### src/rtl/branch_resolve_unit_pkg.sv
// Shared types for the branch resolve unit: the prediction record kept per
// in-flight fetch and the address width it shares with the BTB.
package branch_resolve_unit_pkg;
   localparam int BTB_ADDR_WIDTH = 24;
   localparam int INSTR_BYTES    = 4;

   typedef struct packed {
      logic [BTB_ADDR_WIDTH-1:0] pc;
      logic                      hit;
      logic [BTB_ADDR_WIDTH-1:0] target;
   } pred_entry_t;
endpackage

### src/rtl/branch_resolve_unit_track_fifo.sv
// In-order tracking FIFO for outstanding predictions. Flush beats push/pop;
// a push is accepted at full only when the head is popped in the same cycle.
module bru_track_fifo #(
   parameter  int WIDTH = 8,
   parameter  int DEPTH = 4,
   localparam int PW    = $clog2(DEPTH)
) (
   input  logic             clk,
   input  logic             reset,
   input  logic             push,
   input  logic             pop,
   input  logic             flush,
   input  logic [WIDTH-1:0] wdata,
   output logic [WIDTH-1:0] rdata,
   output logic             full,
   output logic             empty,
   output logic [PW:0]      occupancy
);
   logic [WIDTH-1:0] mem_q [DEPTH];
   logic [WIDTH-1:0] mem_d [DEPTH];
   logic [PW-1:0]    wr_ptr_q, wr_ptr_d, rd_ptr_q, rd_ptr_d;
   logic [PW:0]      cnt_q, cnt_d;
   logic             push_ok, pop_ok;

   assign full      = (cnt_q == (PW+1)'(DEPTH));
   assign empty     = (cnt_q == '0);
   assign occupancy = cnt_q;
   assign rdata     = mem_q[rd_ptr_q];
   assign pop_ok    = pop && !empty;
   assign push_ok   = push && (!full || pop_ok);

   always_comb begin
      mem_d    = mem_q;
      wr_ptr_d = wr_ptr_q;
      rd_ptr_d = rd_ptr_q;
      cnt_d    = cnt_q;
      if (flush) begin
         wr_ptr_d = '0;
         rd_ptr_d = '0;
         cnt_d    = '0;
      end else begin
         if (push_ok) begin
            mem_d[wr_ptr_q] = wdata;
            wr_ptr_d        = wr_ptr_q + PW'(1);
         end
         if (pop_ok) rd_ptr_d = rd_ptr_q + PW'(1);
         cnt_d = cnt_q + (PW+1)'(push_ok) - (PW+1)'(pop_ok);
      end
   end

   always_ff @(posedge clk) begin
      if (reset) begin
         wr_ptr_q <= '0;
         rd_ptr_q <= '0;
         cnt_q    <= '0;
      end else begin
         wr_ptr_q <= wr_ptr_d;
         rd_ptr_q <= rd_ptr_d;
         cnt_q    <= cnt_d;
      end
   end

   // Payload needs no reset: entries are only read while counted valid.
   always_ff @(posedge clk) mem_q <= mem_d;
endmodule

### src/rtl/branch_resolve_unit.sv
// Closes the BTB prediction loop: tracks fetch predictions in order, checks
// the head against the execute outcome, and registers redirect/update strobes.
module branch_resolve_unit
   import branch_resolve_unit_pkg::*;
#(
   parameter  int ADDR_WIDTH  = branch_resolve_unit_pkg::BTB_ADDR_WIDTH,
   parameter  int DEPTH       = 4,
   parameter  int INSTR_BYTES = branch_resolve_unit_pkg::INSTR_BYTES,
   parameter  int CNT_WIDTH   = 16,
   localparam int OW          = $clog2(DEPTH) + 1
) (
   input  logic                  clk,
   input  logic                  reset,
   input  logic                  pred_valid,
   input  logic [ADDR_WIDTH-1:0] pred_pc,
   input  logic                  pred_hit,
   input  logic [ADDR_WIDTH-1:0] pred_target,
   output logic                  pred_ready,
   input  logic                  res_valid,
   input  logic [ADDR_WIDTH-1:0] res_pc,
   input  logic                  res_is_branch,
   input  logic                  res_taken,
   input  logic [ADDR_WIDTH-1:0] res_target,
   output logic                  redirect_valid,
   output logic [ADDR_WIDTH-1:0] redirect_pc,
   output logic                  upd_valid,
   output logic [ADDR_WIDTH-1:0] upd_pc,
   output logic [ADDR_WIDTH-1:0] upd_target,
   output logic                  sync_err,
   output logic [CNT_WIDTH-1:0]  mispredict_count,
   output logic [OW-1:0]         occupancy
);
   pred_entry_t wr_entry, head;
   logic        full, empty, taken_eff, pc_mis, tgt_diff, mispredict, sync_d, upd_d;
   logic [ADDR_WIDTH-1:0] head_pc, head_target, correct_pc;

   logic                  redirect_valid_q, redirect_valid_d;
   logic [ADDR_WIDTH-1:0] redirect_pc_q, redirect_pc_d;
   logic                  upd_valid_q, upd_valid_d;
   logic [ADDR_WIDTH-1:0] upd_pc_q, upd_pc_d, upd_target_q, upd_target_d;
   logic                  sync_err_q, sync_err_d;
   logic [CNT_WIDTH-1:0]  count_q, count_d;

   always_comb begin
      wr_entry        = '0;
      wr_entry.pc     = BTB_ADDR_WIDTH'(pred_pc);
      wr_entry.hit    = pred_hit;
      wr_entry.target = BTB_ADDR_WIDTH'(pred_target);
   end

   bru_track_fifo #(.WIDTH($bits(pred_entry_t)), .DEPTH(DEPTH)) u_fifo (
      .clk       (clk),
      .reset     (reset),
      .push      (pred_valid),
      .pop       (res_valid),
      .flush     (mispredict),
      .wdata     (wr_entry),
      .rdata     (head),
      .full      (full),
      .empty     (empty),
      .occupancy (occupancy)
   );

   assign pred_ready  = !full;
   assign head_pc     = ADDR_WIDTH'(head.pc);
   assign head_target = ADDR_WIDTH'(head.target);
   assign taken_eff   = res_is_branch && res_taken;
   assign correct_pc  = taken_eff ? res_target : res_pc + ADDR_WIDTH'(INSTR_BYTES);
   assign pc_mis      = res_pc != head_pc;
   assign tgt_diff    = head_target != res_target;

   // An empty FIFO or a PC mismatch means the tracking is out of sync with
   // execute; treat it as a mispredict so the front end restarts cleanly.
   assign sync_d     = res_valid && (empty || pc_mis);
   assign mispredict = res_valid && (empty || pc_mis || (head.hit != taken_eff) ||
                                     (head.hit && taken_eff && tgt_diff));
   assign upd_d      = res_valid && !empty && taken_eff && (!head.hit || tgt_diff);

   always_comb begin
      redirect_valid_d = mispredict;
      redirect_pc_d    = mispredict ? correct_pc : redirect_pc_q;
      upd_valid_d      = upd_d;
      upd_pc_d         = upd_d ? res_pc : upd_pc_q;
      upd_target_d     = upd_d ? res_target : upd_target_q;
      sync_err_d       = sync_d;
      count_d          = (mispredict && count_q != '1) ? count_q + CNT_WIDTH'(1) : count_q;
   end

   always_ff @(posedge clk) begin
      if (reset) begin
         redirect_valid_q <= 1'b0;
         redirect_pc_q    <= '0;
         upd_valid_q      <= 1'b0;
         upd_pc_q         <= '0;
         upd_target_q     <= '0;
         sync_err_q       <= 1'b0;
         count_q          <= '0;
      end else begin
         redirect_valid_q <= redirect_valid_d;
         redirect_pc_q    <= redirect_pc_d;
         upd_valid_q      <= upd_valid_d;
         upd_pc_q         <= upd_pc_d;
         upd_target_q     <= upd_target_d;
         sync_err_q       <= sync_err_d;
         count_q          <= count_d;
      end
   end

   assign redirect_valid   = redirect_valid_q;
   assign redirect_pc      = redirect_pc_q;
   assign upd_valid        = upd_valid_q;
   assign upd_pc           = upd_pc_q;
   assign upd_target       = upd_target_q;
   assign sync_err         = sync_err_q;
   assign mispredict_count = count_q;
endmodule
### config.mk
export PLATFORM = sky130hd
export DESIGN_NAME = branch_resolve_unit
export DESIGN_NICKNAME = d
export VERILOG_FILES = /design/src/rtl/branch_resolve_unit_pkg.sv /design/src/rtl/branch_resolve_unit_track_fifo.sv /design/src/rtl/branch_resolve_unit.sv
export SDC_FILE = /design/constraint.sdc
export NUM_CORES = 1
export LEC_CHECK = 0
export CORE_AREA = 2 2 164 166
export CTS_BUF_LIST = sky130_fd_sc_hd__clkbuf_16
export DETAILED_ROUTE_END_ITERATION = 8
export DIE_AREA = 0 0 166 168
export PLACE_DENSITY = 0.74
export SLEW_MARGIN = 0
export SYNTH_ARGS = -nofsm -noshare
export SYNTH_HDL_FRONTEND = slang
export SYNTH_SLANG_ARGS = --single-unit
### constraint.sdc
create_clock -name clk -period 4.48 [get_ports clk]
set_input_delay 0.896 -clock clk [delete_from_list [all_inputs] [get_ports clk]]
set_output_delay 0.896 -clock clk [all_outputs]
set_load 0.02 [all_outputs]
==> results.json <==
{
  "clkSinkCount": 294,
  "die-area_mm2": 0.0279,
  "ys_seq_elements": 294,
  "layout.area.seq_mm2": 0.00785,
  "num_antenna_cells": 0,
  "post-route-util_pct": 59.5,
  "skew_ns": 0.0217,
  "ant_nets": 0,
  "p_per_area_mw_per_mm2": 368,
  "syn_area_per_cell_um2": 14.2,
  "drc": 0,
  "area_delta_synth_final_pct": 26.6,
  "clockPowerShare_pct": 36.7,
  "finalHoldViolCount": 0,
  "path_clk_slew_ns": 0.06,
  "min_path_type": "flop to flop",
  "grt_pass1_wl_mm": 47.9,
  "synth-xor-area-share_pct": 4.46,
  "synth_top_family_by_area": "multiplexers",
  "synthArstFlopShare_pct": 0,
  "cp-end-kind": "flop",
  "ir_worst_vdd_v": 0.000255,
  "vias": 8048,
  "crit_buf_inv": 3,
  "critical_path_class": "flop to flop",
  "nNetsFinal": 1196,
  "ys_types": 55,
  "p_seq_share_pct": 52.0,
  "multi_input_area_mm2": 0.00415,
  "numPortBuffers": 197,
  "cpLargestDelayFamily": "compound AO/OA/AOI/OAI gates",
  "instances_no_fill": 1446,
  "cts_inserted_buffers": 29,
  "ys_seq_area_share_pct": 63.4,
  "root_buffer": "clkbuf_16",
  "layout_common_cells": "clkdlybuf4s50_1 (196), edfxtp_1 (196), mux2i_1 (99), dfxtp_1 (96), nor2_1 (91)",
  "place.detailed.hpwl_mm": 22.4,
  "h-tree-depth": 1,
  "yosys.area_share.simple_pct": 8.45,
  "synth_compound_area_share_pct": 4.04,
  "die_x_um": 166,
  "grt_antenna_before_repair": 1,
  "track_usage_pct": 22.3,
  "wl_per_cell_um": 21.8,
  "gr-total-overflow": 0,
  "syn_nets": 983,
  "startpoint_type": "flop",
  "crit_slowest_cell": "dfxtp_2",
  "synth_edf_count": 196,
  "syn_inst": 870,
  "p_int_mw": 4.44,
  "grt_pass1_vias": 7979,
  "rows": 60,
  "cts_resized": 0,
  "status": "finished, final reports clean",
  "cts_hold_buf": 0,
  "swShare_pct": 23.2,
  "crit_chain": "buf_4 > mux4_2 > xnor2_1 > nand4_1 > nor4_2 > nand4_1 > o41ai_4 > buf_4 > buf_4 > nor2_1 > a221oi_2",
  "synth-adder-area-share_pct": 1.07,
  "cp.required_ns": 4.94,
  "yosysWarnings": 0,
  "rsz0062_at_grt": "no",
  "routed_wl_mm": 31.5,
  "fill_cells": 2051,
  "switchingPower_mw": 1.34,
  "drv_slew": 0,
  "period_share_pct": 90.4,
  "clkLatencyLatePin_ns": 0.54,
  "viasPerCell": 5.57,
  "clockBufferDepth": 3,
  "place_congestion": 0.852,
  "p_total_mw": 5.77,
  "power_leakage_nw": 5.20,
  "fmax_mhz": 247,
  "whs_ns": 0.492,
  "slew_headroom_pct": 35.5,
  "ys.flop_type": "edfxtp_1",
  "crit_top_cell": "buf_4",
  "die_h_um": 168,
  "io-pin-count": 198,
  "synth.area.mux_share_pct": 15.3,
  "first_iter_violations": 675,
  "fin_crit_ns": 4.05,
  "worst_pin_slew_ns": 0.967,
  "synth.cell_area_mm2": 0.0124,
  "start_util_pct": 47.0,
  "dpl.cell_count": 1393,
  "drive_above_1_share_pct": 11.1,
  "cts_tree": "yes",
  "worstPathMaxFanout": 26,
  "slowest_delay_ns": 0.81,
  "maxCapViolations": 0,
  "postCtsSetupBuffers": 0,
  "dr.pass1.iters": 5,
  "finalSetupViolations": 0,
  "core_area_mm2": 0.0264,
  "final.setup.tns_ns": 0,
  "combPwrFrac_pct": 11.3,
  "grt_max_degree": 59,
  "arrival_ns": 4.51
}
-- cell usage after synthesis, drive strengths merged (3+ instances only) --
library cell | instances | area (um^2)
nand2 | 47 | 179
and4 | 3 | 26.3
inv | 12 | 45.0
and2 | 3 | 18.8
dfxtp | 98 | 1960
o21ai | 33 | 165
nor4 | 4 | 31.3
nor3 | 9 | 45.0
xnor2 | 42 | 368
mux4 | 37 | 837
clkbuf | 22 | 82.6
xor2 | 21 | 184
and3 | 13 | 81.3
a22oi | 3 | 22.5
nand3 | 17 | 85.1
mux2i | 99 | 991
mux2 | 5 | 71.3
o31ai | 4 | 30.0
or4 | 5 | 37.5
buf | 23 | 226
or3 | 8 | 50.1
nor2b | 5 | 31.3
edfxtp | 196 | 5890
ha | 9 | 113
nand4 | 16 | 100
a31o | 4 | 35.0
nor2 | 91 | 342
a21oi | 12 | 60.1
dlygate4sd1 | 4 | 35.0
-- routing by layer --
| layer | part of all wire, % | GRT usage (%) | vias up | wire length, um |
|---|---|---|---|---|
| met5 | 0.041 | 0 | - | 13 |
| met4 | 2.5 | 6.24 | 2 | 773 |
| met3 | 7.8 | 4.63 | 65 | 2440 |
| met2 | 48 | 36.8 | 355 | 15100 |
| met1 | 42 | 30.3 | 3963 | 13200 |
| li1 | - | - | 3663 | - |
-- worst register-to-register path, stage by stage, from the launching register on --
cell and delay (ns):
dfxtp_2 0.81, buf_4 0.37, mux4_2 0.34, xnor2_1 0.21
nand4_1 0.18, nor4_2 0.29, nand4_1 0.22, o41ai_4 0.68
buf_4 0.31, buf_4 0.24, nor2_1 0.08, a221oi_2 0.23
-- kinds of logic (layout without fill, tap and decap cells) --
| logic type | after synthesis | count (layout) |
|---|---|---|
| AOI/OAI and AO/OA | 75 | 75 |
| xor gates and xnor gates | 63 | 63 |
| adders and majority gates | 10 | 10 |
| buffers and inverters | 63 | 298 |
| DFF | 294 | 294 |
| muxes | 141 | 141 |
| and+or+nand+nor | 224 | 224 |
-- layout make-up --
class,count,area share [%]
clock buffer,29,4.63
clock inverter,24,0.615
sequential,294,50.1
inverter,14,0.335
tap,341,2.72
multi-input combinational,513,26.5
timing repair buffer,231,15.1
-- power by group through the flow --
stage	Combinational, mW	Clock, mW	Sequential (mW)
2_1_floorplan	0.312	0	3.09
3_3_place_gp	0.644	0	3.06
3_5_place_dp	0.651	0	3.06
4_1_cts	0.655	2.15	3.00
5_1_grt	0.696	2.26	3.01
6_report	0.652	2.12	3.00
-- flip-flops by register name, indices dropped and copies added (netlist names) --
register,count
sync_err,1
upd_valid,1
redirect_valid,1
u_fifo.wr_ptr_q,2
u_fifo.occupancy,3
u_fifo.mem_q,196
upd_pc,24
mispredict_count,16
upd_target,24
redirect_pc,24
u_fifo.rd_ptr_q,2
-- final timing paths --
check,start,to,slack (ns),cells after the start
worst max register to register,u_fifo.rd_ptr_q[1],mispredict_count[12],0.43,11
worst min-delay path,upd_target[13],upd_target[13],0.49,2
worst max-delay path,u_fifo.rd_ptr_q[1],mispredict_count[12],0.43,11
worst min register to register,upd_target[13],upd_target[13],0.49,2
-- stage by stage --
step / worst slack (ns) / area [um^2]
final: 0.429 / 15700
after global routing: 0.186 / 15700
after CTS: 0.423 / 15700
after detailed placement: 0.385 / 14800
after global placement: 0.443 / 14800
after floorplan: 0.0985 / 12400
No activity file was read; power rests on OpenSTA's default activity.
